## config.mk

```make
export PLATFORM = sky130hd
export DESIGN_NAME = jpeg_bitstream_feeder
export DESIGN_NICKNAME = d
export VERILOG_FILES = /design/src/rtl/jpeg_bitstream_feeder.sv
export SDC_FILE = /design/constraint.sdc
export NUM_CORES = 1
export LEC_CHECK = 0
export CAP_MARGIN = 20
export CORE_ASPECT_RATIO = 1.4
export CORE_MARGIN = 2
export CORE_UTILIZATION = 35
export DETAILED_ROUTE_END_ITERATION = 8
export SLEW_MARGIN = 20
export SYNTH_ARGS = -nofsm -noshare
export SYNTH_HDL_FRONTEND = slang
export SYNTH_SLANG_ARGS = --single-unit
```

## constraint.sdc

```tcl
create_clock -name clk -period 3.2 [get_ports clk]
set_input_delay 0.8 -clock clk [delete_from_list [all_inputs] [get_ports clk]]
set_output_delay 0.8 -clock clk [all_outputs]
set_load 0.005 [all_outputs]
```

## src/rtl/jpeg_bitstream_feeder.sv

```systemverilog
// JPEG entropy-segment byte stream to decoder word feeder: unstuffs FF00, drops fill/RSTn,
// packs bytes MSB-first into OUT_W words, pads with 1s on EOI. Ports: byte in, word out.
module jpeg_bitstream_feeder #(
  parameter int OUT_W = 32
) (
  input  logic             clk,
  input  logic             rst,
  input  logic             start,
  input  logic [7:0]       byte_in,
  input  logic             byte_valid,
  output logic             byte_ready,
  input  logic             request,
  output logic [OUT_W-1:0] data_out,
  output logic             valid_out,
  output logic             rst_marker,
  output logic             marker_err,
  output logic             eoi_done
);

  localparam int NB = OUT_W / 8;
  localparam int CW = $clog2(NB + 1);
  localparam logic [CW-1:0] FULL = CW'(NB);
  localparam logic [OUT_W-1:0] ONES = '1;

  typedef enum logic [2:0] {
    IDLE, DATA, FF_SEEN, FLUSH, DONE
  } state_t;

  state_t           state;
  logic [OUT_W-1:0] pack;
  logic [CW-1:0]    count;

  logic             pack_full;
  logic             out_free;
  logic             move;
  logic             accept;
  logic             ins;
  logic [7:0]       ins_val;
  logic             pad;
  logic [OUT_W-1:0] base_pack;
  logic [CW-1:0]    base_cnt;
  logic [CW+2:0]    sh;
  logic [OUT_W-1:0] pack_nx;
  logic [CW-1:0]    cnt_nx;
  logic             bypass;

  assign pack_full  = (count == FULL);
  assign out_free   = !valid_out || request;
  assign move       = pack_full && out_free;
  assign byte_ready = ((state == DATA) || (state == FF_SEEN))
                      && (!pack_full || move);
  assign accept     = byte_valid && byte_ready;

  always_comb begin
    base_pack = move ? '0 : pack;
    base_cnt  = move ? '0 : count;
    ins       = 1'b0;
    ins_val   = byte_in;
    if (accept && (state == DATA) && (byte_in != 8'hFF))
      ins = 1'b1;
    if (accept && (state == FF_SEEN) && (byte_in == 8'h00)) begin
      ins     = 1'b1;
      ins_val = 8'hFF;
    end
    pad     = (state == FLUSH) && (base_cnt != '0) && (base_cnt != FULL);
    sh      = {base_cnt, 3'b000};
    pack_nx = base_pack;
    cnt_nx  = base_cnt;
    if (ins) begin
      pack_nx = base_pack | ({ins_val, {(OUT_W-8){1'b0}}} >> sh);
      cnt_nx  = base_cnt + 1'b1;
    end else if (pad) begin
      pack_nx = base_pack | (ONES >> sh);
      cnt_nx  = FULL;
    end
    // A word completed this cycle goes straight to the free output register
    bypass = !move && (cnt_nx == FULL) && out_free;
  end

  always_ff @(posedge clk) begin
    if (rst) begin
      state      <= IDLE;
      pack       <= '0;
      count      <= '0;
      data_out   <= '0;
      valid_out  <= 1'b0;
      rst_marker <= 1'b0;
      marker_err <= 1'b0;
      eoi_done   <= 1'b0;
    end else begin
      rst_marker <= 1'b0;
      marker_err <= 1'b0;
      if (move) begin
        data_out  <= pack;
        valid_out <= 1'b1;
      end else if (bypass) begin
        data_out  <= pack_nx;
        valid_out <= 1'b1;
      end else if (request) begin
        valid_out <= 1'b0;
      end
      pack  <= bypass ? '0 : pack_nx;
      count <= bypass ? '0 : cnt_nx;
      case (state)
        IDLE, DONE: begin
          if (start) begin
            state    <= DATA;
            pack     <= '0;
            count    <= '0;
            eoi_done <= 1'b0;
          end
        end
        DATA: begin
          if (accept && (byte_in == 8'hFF))
            state <= FF_SEEN;
        end
        FF_SEEN: begin
          if (accept) begin
            unique case (1'b1)
              (byte_in == 8'h00): state <= DATA;
              (byte_in == 8'hFF): state <= FF_SEEN;
              (byte_in[7:3] == 5'b11010): begin
                rst_marker <= 1'b1;
                state      <= DATA;
              end
              (byte_in == 8'hD9): state <= FLUSH;
              default: begin
                marker_err <= 1'b1;
                state      <= DATA;
              end
            endcase
          end
        end
        FLUSH: begin
          if ((count == '0) && !valid_out) begin
            state    <= DONE;
            eoi_done <= 1'b1;
          end
        end
        default: state <= IDLE;
      endcase
    end
  end

endmodule

```

==> results.md, run 1 <==
- IR Drop Worst-Case VDD: 277.8 uV
- Post-Syn Area: 0.003775 mm2
- Die Area: 0.01164 mm2
- Leak: 1.837 nW
- Final period util: 90.66%
- CTS Hold Buffers Added: 0
- Avg WL per Cell: 17.73 um
- First drt pass iteration count: 4
- Yosys warns: 0
- Status: completed
- Cell Pwr Density: 534.8 mW/mm2
- Relative slew margins: 51.82%
- Via count: 3,563
- Global-route wire length before repair: 18.33 mm
- CP endpoint kind: primary output
- Avg Inst Size Synth: 8.945 um2
- Clk sinks: 74
- Achievable Freq: 344.7 MHz
- Post-Place Cell Area: 0.004549 mm2
- Final worst path period need: 2901 ps
- H-tree levels: 3
- FF+latch count, synth: 74
- Simple-gate portion of the synthesized area: 21.35%
- Adder-Cell Fraction of Synth Area: 0.9944%
- Hpwl dp: 8.058 mm
- Die Y: 126.9 um
- Root Driver: clkbuf_16
- Port bufs: 49
- PostCTS Resize Cnt: 0
- Net Count, Synth: 438
- Gr usage total: 19.74%
- Design Area, Final: 0.004862 mm2
- Num rows: 44
- Post-synthesis compound-gate area fraction: 32.05%
- Setup Buffers After CTS: 0
- Xor/xnor share of the synthesized area: 0.4309%
- GRT Residual Overflow: 0
- Final cell count without fillers: 625
- Number of routed nets with antenna violations: 0
- Primary FF master, synth: dfxtp_1
- Latest clock arrival within the worst-skew pair: 340 ps
- Worst-Margin Slew: 722.0 ps
- Max capacitance violation total: 0
- Cells after Synth: 422
- Clock-pin slew on the worst setup and hold paths: 60 ps
- Worst-case clock skew: 8.366 ps
- Critical Path Source Type: input pin
- Largest family of logic cells by synthesized area: compound AO/OA/AOI/OAI gates
- RSZ-0062 raised after global routing: no
- Die X-Extent: 91.77 um
- Post-synth EDFFs: 0
- Core footprint: 0.01046 mm2
- CTS Buf Count: 9
- Hold Crit Start: pack[24]$_SDFF_PP0_
- Reg2reg end: data_out[17]$_SDFFE_PP0P_
- Nets@finish: 498
- Max Slew Vio Count: 0
- I/O Pins: 50
- DR DRC count: 0
- Crit-path max FO: 5
- Vias in the first global route: 3,544
- Post-DR vias/cell: 5.701
- Largest net degree at the start of global routing: 28
- Worst setup path class: input pin to primary output
- Hold Path Class: register to register
- Final hold vios: 0
- N_diodes: 0
- Critical R2R Launch: count[0]$_SDFF_PP0_
- Highest-count cells in the layout ignoring fill and taps: dfxtp_1 (74), clkdlybuf4s50_1 (49), a21oi_1 (45)
- Setup TNS: 0 ps
- Wirelength, routed: 11.08 mm
- Most common cell after layout, fill and taps aside: dfxtp_1
- Initial core utilization: 36.09%
- CTS tree: yes
- Share of layout cells above drive strength 1: 17.45%
- Hold path depth: 2
- Worst hold path endpoint: pack[24]$_SDFF_PP0_
- Clk buf depth: 2
- Area delta synth->final: 28.80%
- Initial drt markers: 170
- Initial antenna violation count: 0
- Final setup fails: 0
- Post-synthesis async set-or-reset flop share: 0%
- Critical Path RT: 2400 ps
- Reg2Reg Depth: 7
- RD Place Congestion: 0.8823
- Flop2flop setup slack: 610 ps
- Register area share after synthesis: 39.24%
- Count of cell types in the netlist: 64
- Placed cells: 609
- Mux cell area share after synthesis: 0.2983%
- Critical Path AT: 2100 ps
-- power breakdown --
part           internal [mW]  switching (mW)  total [mW]  leakage (nW)
clock                  0.649           0.402        1.05         0.152
sequential             0.948          0.0696        1.02         0.596
combinational          0.240           0.292       0.532          1.09
-- critical path, cell delays in order --
cell,delay (ps)
clkdlybuf4s50_1,460
nor2b_1,50
buf_4,150
a21oi_1,120
clkdlybuf4s50_1,510
-- stage by stage --
| stage | setup slack [ps] | utilization, % | hold WS, ps | power, mW |
|---|---|---|---|---|
| 3_3_place_gp | 77.13 | 43.49 | 437.9 | 1.558 |
| 2_1_floorplan | 601.2 | - | 428.5 | 1.395 |
| 4_1_cts | 291.4 | 46.48 | 455.9 | 2.616 |
| 3_5_place_dp | 77.02 | 43.49 | 441.5 | 1.571 |
| 6_report | 298.9 | 46.48 | 453.0 | 2.600 |
| 5_1_grt | 181.6 | 46.48 | 477.9 | 2.704 |
-- Yosys cell counts (7+ instances only) --
master,n,area (um2)
o21bai_1,8,60.06
and3_1,25,156.4
nor3_1,12,60.06
a21o_1,8,60.06
o31ai_1,18,135.1
nor2_1,33,123.9
nand2_1,23,86.33
clkbuf_1,16,60.06
dfxtp_1,74,1481
nand3_1,10,50.05
inv_1,7,26.28
a31oi_1,15,93.84
a21oi_1,45,225.2
buf_2,14,70.07
a221oi_1,17,148.9
o21ai_0,16,80.08
-- layout make-up --
class / count / area (um2)
Tap cell: 138 / 172.7
Clock buffer: 11 / 252.7
Fill cell: 1013 / 5598
Multi-Input combinational cell: 303 / 2081
Timing Repair Buffer: 87 / 788.3
Clock inverter: 5 / 60.06
Sequential cell: 74 / 1481
Inverter: 7 / 26.28
-- registers in the layout (all words and copies together) (netlist names) --
| register | count |
|---|---|
| rst_marker | 1 |
| state | 3 |
| pack | 32 |
| count | 3 |
| marker_err | 1 |
| eoi_done | 1 |
| data_out | 32 |
| valid_out | 1 |
-- per-layer routing --
layer | track usage, % | up-vias | wire [um]
met5 | 0 | - | 0
met4 | 8.516 | 0 | 289
met3 | 3.800 | 22 | 488
met2 | 33.22 | 115 | 5474
met1 | 24.52 | 1698 | 4828
li1 | - | 1728 | -
-- kinds of logic (layout without fill, tap and decap cells) --
group,after synthesis,count (layout)
AOI/OAI and AO/OA,162,162
muxes,1,1
and+or+nand+nor,136,136
buffers and inverters,45,110
xor gates and xnor gates,1,1
DFF,74,74
adders and majority gates,3,3
-- how the worst max path moves through the flow --
stage | to | startpoint | slack [ps]
after floorplan | data_out[22]$_SDFFE_PP0P_ | request | 600
after global placement | data_out[18]$_SDFFE_PP0P_ | byte_in[0] | 80
after detailed placement | data_out[7]$_SDFFE_PP0P_ | request | 80
after CTS | byte_ready | request | 290
after global routing | byte_ready | state[1]$_SDFFE_PP0P_ | 180
final | byte_ready | request | 300
(Power assumes the default switching activity.)
==> run 2, diff against run 1 <==
--- a/config.mk
+++ b/config.mk
@@ -10,6 +10,7 @@
 export CORE_MARGIN = 2
 export CORE_UTILIZATION = 35
 export DETAILED_ROUTE_END_ITERATION = 8
+export MAX_ROUTING_LAYER = met4
 export SLEW_MARGIN = 20
 export SYNTH_ARGS = -nofsm -noshare
 export SYNTH_HDL_FRONTEND = slang
==> results.md, run 2 (same netlist as run 1, synthesis figures left out) <==
- PostCTS Resize Cnt: 0 (unchanged)
- Max incr delay on CP: 510 ps (about the same)
- Post-DR vias/cell: 5.709 (+0.14%)
- Status: completed
- GRT met3 Usage: 3.800% (unchanged)
- Max capacitance violation total: 0 (unchanged)
- GRT Residual Overflow: 0 (unchanged)
- Die Area: 0.01164 mm2 (unchanged)
- Achievable Freq: 344.7 MHz (about the same)
- Final setup fails: 0 (unchanged)
- First drt pass iteration count: 5 (+1)
- Clk sinks: 74 (unchanged)
- CTS tree: yes
- Final period util: 90.67% (about the same)
- GR Util met2: 33.17% (-0.043 points)
- N_diodes: 0 (unchanged)
- Cell Pwr Density: 535.6 mW/mm2 (+0.16%)
- RD Place Congestion: 0.8970 (+1.7%)
- Crit-path max FO: 5 (unchanged)
- Slowest CP cell: clkdlybuf4s50_1
- Avg WL per Cell: 17.84 um (+0.65%)
- RSZ-0062 raised after global routing: no
- Wirelength, routed: 11.15 mm (+0.65%)
- GR peak layer: met2
- DR DRC count: 0 (unchanged)
- Initial drt markers: 186 (+9.4%)
- Latest clock arrival within the worst-skew pair: 340 ps (about the same)
- CTS Buf Count: 9 (unchanged)
- Via count: 3,568 (+0.14%)
- Area delta synth->final: 28.80% (unchanged)
- Most common cell after layout, fill and taps aside: dfxtp_1
- IR Drop Worst-Case VDD: 280.2 uV (+0.86%)
- Worst-Margin Slew: 754.8 ps (+32.79 ps)
- Crit path cell chain: clkdlybuf4s50_1, nor2b_1, buf_4, a21oi_1, clkdlybuf4s50_1
- Nets@finish: 498 (unchanged)
- Clk buf depth: 2 (unchanged)
- Die X-Extent: 91.77 um (unchanged)
- Die Y: 126.9 um (unchanged)
- Root Driver: clkbuf_16
- Final worst path period need: 2901 ps (+0.2820 ps)
- Largest net degree at the start of global routing: 28 (unchanged)
- H-tree levels: 3 (unchanged)
- Vias in the first global route: 3,552 (+0.23%)
- Final hold slack: 453.7 ps (+0.7130 ps)
- Critical Path AT: 2100 ps (about the same)
- Max Slew Vio Count: 0 (unchanged)
- Combinational power share: 20.5% (about the same)
- Critical Path RT: 2400 ps (about the same)
- CTS Hold Buffers Added: 0 (unchanged)
- Worst setup path class: input pin to primary output
- Sw Ratio: 29.45% (+0.11 points)
- NetSw: 767.0 uW (+0.53%)
- Int Power: 1.837 mW (unchanged)
- Initial core utilization: 36.09% (unchanged)
- Number of routed nets with antenna violations: 0 (unchanged)
- Setup Buffers After CTS: 0 (unchanged)
- Critical Path Source Type: input pin
- Setup WS pre-CTS: 77.02 ps (unchanged)
- Global-route wire length before repair: 18.30 mm (-0.15%)
- Sequential power share: 39.1% (about the same)
- Port bufs: 49 (unchanged)
- Hpwl dp: 8.058 mm (unchanged)
- Setup TNS: 0 ps (unchanged)
- Initial antenna violation count: 0 (unchanged)
- Highest-count cells in the layout ignoring fill and taps: dfxtp_1 (74), clkdlybuf4s50_1 (49), a21oi_1 (45)
- Worst-case clock skew: 7.894 ps (-0.4719 ps)
- Fin worst setup slack: 298.7 ps (-0.2820 ps)
- Layout fillers: 1,013 (unchanged)
- Num rows: 44 (unchanged)
- Core footprint: 0.01046 mm2 (unchanged)
- Clock share of power: 40.4% (about the same)
- Relative slew margins: 49.63% (-2.2 points)
- Hold Path Class: register to register
- Leak: 1.837 nW (unchanged)
- CP endpoint kind: primary output
- Met1 Use GR: 24.30% (-0.22 points)
- Final hold vios: 0 (unchanged)
- I/O Pins: 50 (unchanged)
- Cell repeated most along the worst path: clkdlybuf4s50_1
- Share of layout cells above drive strength 1: 17.45% (unchanged)
- Gr usage total: 20.27% (+0.54 points)
- Clock-pin slew on the worst setup and hold paths: 60 ps (about the same)
- Biggest regs: data_out: 32 flops, pack: 32 flops
## run 2: power groups by stage
stage / sequential [mW] / clock (mW) / combinational (mW)
2_1_floorplan: 0.990 / 0 / 0.405
3_3_place_gp: 1.03 / 0 / 0.524
3_5_place_dp: 1.04 / 0 / 0.534
4_1_cts: 1.02 / 1.06 / 0.535
5_1_grt: 1.03 / 1.10 / 0.581
6_report: 1.02 / 1.05 / 0.535
## run 2: worst paths after layout
check	from	end	slack, ps	cells past startpoint
max	request	byte_ready	300	5
max reg2reg	count[0]$_SDFF_PP0_	data_out[17]$_SDFFE_PP0P_	590	7
min	pack[29]$_SDFF_PP0_	pack[29]$_SDFF_PP0_	450	2
min reg2reg	pack[29]$_SDFF_PP0_	pack[29]$_SDFF_PP0_	450	2
## run 2: routing by layer
layer	part of all wire, %	vias up
met1	43	1687
met5	0	-
met4	2.6	0
met3	4.8	23
met2	49	130
li1	-	1728
## run 2: layout make-up
| class | count | area, um2 | share of cell area [%] |
|---|---|---|---|
| multi-input combinational | 303 | 2081 | 42.79 |
| clock inverter | 5 | 60.06 | 1.235 |
| timing repair buffer | 87 | 788.3 | 16.21 |
| inverter | 7 | 26.28 | 0.5404 |
| sequential | 74 | 1481 | 30.47 |
| tap | 138 | 172.7 | 3.551 |
| clock buffer | 11 | 252.7 | 5.198 |
## run 2: worst max-delay path: cells and delay by family
kind	cells	cell delay [ps]
buffers and inverters	3	1120
AO/OA/AOI/OAI	1	120
AND/OR/NAND/NOR	1	50
## run 2: per-stage QoR
step,std cells,cell area [um2],power (mW),utilization (%)
after floorplan,422,3775,1.395,-
after global placement,609,4549,1.558,43.49
after detailed placement,609,4549,1.571,43.49
after CTS,625,4862,2.616,46.48
after global routing,625,4862,2.704,46.48
final,625,4862,2.604,46.48
==> run 3, diff against run 2 <==
--- a/config.mk
+++ b/config.mk
@@ -8,9 +8,10 @@
 export CAP_MARGIN = 20
 export CORE_ASPECT_RATIO = 1.4
 export CORE_MARGIN = 2
-export CORE_UTILIZATION = 35
+export CORE_UTILIZATION = 55
 export DETAILED_ROUTE_END_ITERATION = 8
 export MAX_ROUTING_LAYER = met4
+export PLACE_DENSITY = 0.8
 export SLEW_MARGIN = 20
 export SYNTH_ARGS = -nofsm -noshare
 export SYNTH_HDL_FRONTEND = slang
==> results.md, run 3 (same netlist as run 1, synthesis figures left out) <==
- Status: completed
- Critical path launch point: request
- Clock-pin slew on the worst setup and hold paths: 70 ps (about the same)
- Setup TNS: 0 ps (unchanged)
- Worst-case clock skew: 13.06 ps (+5.165 ps)
- Achievable Freq: 344.6 MHz (about the same)
- Initial antenna violation count: 0 (unchanged)
- Setup Buffers After CTS: 0 (unchanged)
- N_diodes: 0 (unchanged)
- Number of routed nets with antenna violations: 0 (unchanged)
- Int Power: 1.548 mW (-16%)
- CP endpoint kind: primary output
- Latest clock arrival within the worst-skew pair: 360 ps (+20 ps)
- NetSw: 731.8 uW (-4.6%)
- Post-DR vias/cell: 6.278 (+10%)
- Cell repeated most along the worst path: clkdlybuf4s50_1
- Final hold vios: 0 (unchanged)
- Reg2Reg Depth: 8 (+1)
- Setup WS pre-CTS: 74.40 ps (-2.616 ps)
- Flop2flop setup slack: 700 ps (+110 ps)
- Placed cells: 555 (-8.9%)
- Relative slew margins: 49.11% (-0.52 points)
- Clock share of power: 32.3% (-8.1 points)
- Crit-path max FO: 5 (unchanged)
- Die Y: 102.0 um (-20%)
- Post-Place Cell Area: 0.004444 mm2 (-2.3%)
- Hpwl dp: 7.240 mm (-10%)
- CTS Buf Count: 9 (unchanged)
- Final worst path period need: 2902 ps (+0.4300 ps)
- Initial core utilization: 57.09% (+21 points)
- Most common cell after layout, fill and taps aside: dfxtp_1
- Crit path cell chain: clkdlybuf4s50_1, nor2b_1, buf_4, a21oi_1, clkdlybuf4s50_1
- Vias in the first global route: 3,514 (-1.1%)
- Combinational power share: 23.2% (+2.7 points)
- DR DRC count: 0 (unchanged)
- Initial drt markers: 340 (+83%)
- Fin worst setup slack: 298.2 ps (-0.4300 ps)
- Port bufs: 49 (unchanged)
- H-tree levels: 3 (unchanged)
- PostCTS Resize Cnt: 0 (unchanged)
- GRT Residual Overflow: 0 (unchanged)
- Highest-count cells in the layout ignoring fill and taps: dfxtp_1 (74), clkdlybuf4s50_1 (49), a21oi_1 (45)
- Final period util: 90.68% (about the same)
- Gr usage total: 29.77% (+9.5 points)
- Critical R2R Launch: count[1]$_SDFF_PP0_
- Clk sinks: 74 (unchanged)
- Worst setup path class: input pin to primary output
- Final design utilization: 70.12% (+24 points)
- Cell Pwr Density: 491.6 mW/mm2 (-8.2%)
- Wirelength, routed: 10.33 mm (-7.4%)
- Clk buf depth: 2 (unchanged)
- I/O Pins: 50 (unchanged)
- Slowest CP cell: clkdlybuf4s50_1
- Reg2reg end: data_out[0]$_SDFFE_PP0P_
- Final setup fails: 0 (unchanged)
- Final hold slack: 455.0 ps (+1.294 ps)
- Nets@finish: 490 (-1.6%)
- Share of layout cells above drive strength 1: 15.87% (-1.6 points)
- Sw Ratio: 32.10% (+2.6 points)
- Largest net degree at the start of global routing: 56 (+100%)
- Critical Path RT: 2400 ps (about the same)
- Final cell count without fillers: 571 (-8.6%)
- CP Capture Point: byte_ready
- Max incr delay on CP: 510 ps (about the same)
- Num rows: 35 (-20%)
- First drt pass iteration count: 5 (unchanged)
- Max Slew Vio Count: 0 (unchanged)
- Die Area: 0.007551 mm2 (-35%)
- RSZ-0062 raised after global routing: no
- Critical Path AT: 2100 ps (about the same)
- Global-route wire length before repair: 16.85 mm (-7.9%)
- RD Place Congestion: 0.9076 (+1.2%)
- Worst-Margin Slew: 762.5 ps (+7.730 ps)
- Critical Path Source Type: input pin
- Die X-Extent: 74.02 um (-19%)
- CTS Hold Buffers Added: 0 (unchanged)
- CTS tree: yes
- Sequential power share: 44.5% (+5.4 points)
- Hold Path Class: register to register
- Core footprint: 0.006613 mm2 (-37%)
- Root Driver: clkbuf_8
- Leak: 1.750 nW (-4.7%)
- Via count: 3,585 (+0.48%)
- Design Area, Final: 0.004637 mm2 (-4.6%)
- IR Drop Worst-Case VDD: 466.6 uV (+67%)
- Total power: 2.280 mW (-12%)
- Area delta synth->final: 22.84%
- Max capacitance violation total: 0 (unchanged)
- Avg WL per Cell: 18.09 um (+1.4%)
- Biggest regs: data_out: 32 flops, pack: 32 flops
[run 3: cell types whose count changed in the layout (fill, tap and decap cells not counted), sizes merged]
cell and delta:
clkbuf -1, buf -8, clkinv +1
[run 3: layout make-up]
class / instances / area, um2
Multi-Input combinational cell: 303 / 2081
Fill cell: 527 / 1976
Sequential cell: 74 / 1481
Timing Repair Buffer: 79 / 740.7
Clock buffer: 10 / 127.6
Tap cell: 92 / 115.1
Clock inverter: 6 / 65.06
Inverter: 7 / 26.28
[run 3: layer usage]
layer  track usage, %  vias up  share of wire [%]
met1            35.36     1714                 41
met4            19.16        0                4.5
met2            46.63      146                 49
li1                 -     1691                  -
met5                -        -                  0
met3            4.043       34                5.4
[run 3: power by group through the flow]
| stage | sequential, mW | clock [mW] | combinational [mW] |
|---|---|---|---|
| floorplan | 0.990 | 0 | 0.405 |
| global placement | 1.03 | 0 | 0.510 |
| detailed placement | 1.04 | 0 | 0.521 |
| CTS | 1.01 | 0.741 | 0.525 |
| global route | 1.03 | 0.775 | 0.569 |
| finish | 1.02 | 0.736 | 0.528 |
[run 3: worst min-delay path by stage]
stage	from	end	slack [ps]	cells after the start
global route	pack[30]$_SDFF_PP0_	pack[30]$_SDFF_PP0_	480	2
finish	pack[30]$_SDFF_PP0_	pack[30]$_SDFF_PP0_	460	2
global placement	pack[30]$_SDFF_PP0_	pack[30]$_SDFF_PP0_	430	2
detailed placement	pack[31]$_SDFF_PP0_	pack[31]$_SDFF_PP0_	450	2
floorplan	pack[24]$_SDFF_PP0_	pack[24]$_SDFF_PP0_	430	2
CTS	pack[30]$_SDFF_PP0_	pack[30]$_SDFF_PP0_	460	2
[run 3: critical path, delay by kind of cell]
family,cells,cell delay [ps]
AO/OA/AOI/OAI,1,120
AND/OR/NAND/NOR,1,50
buffers and inverters,3,1130
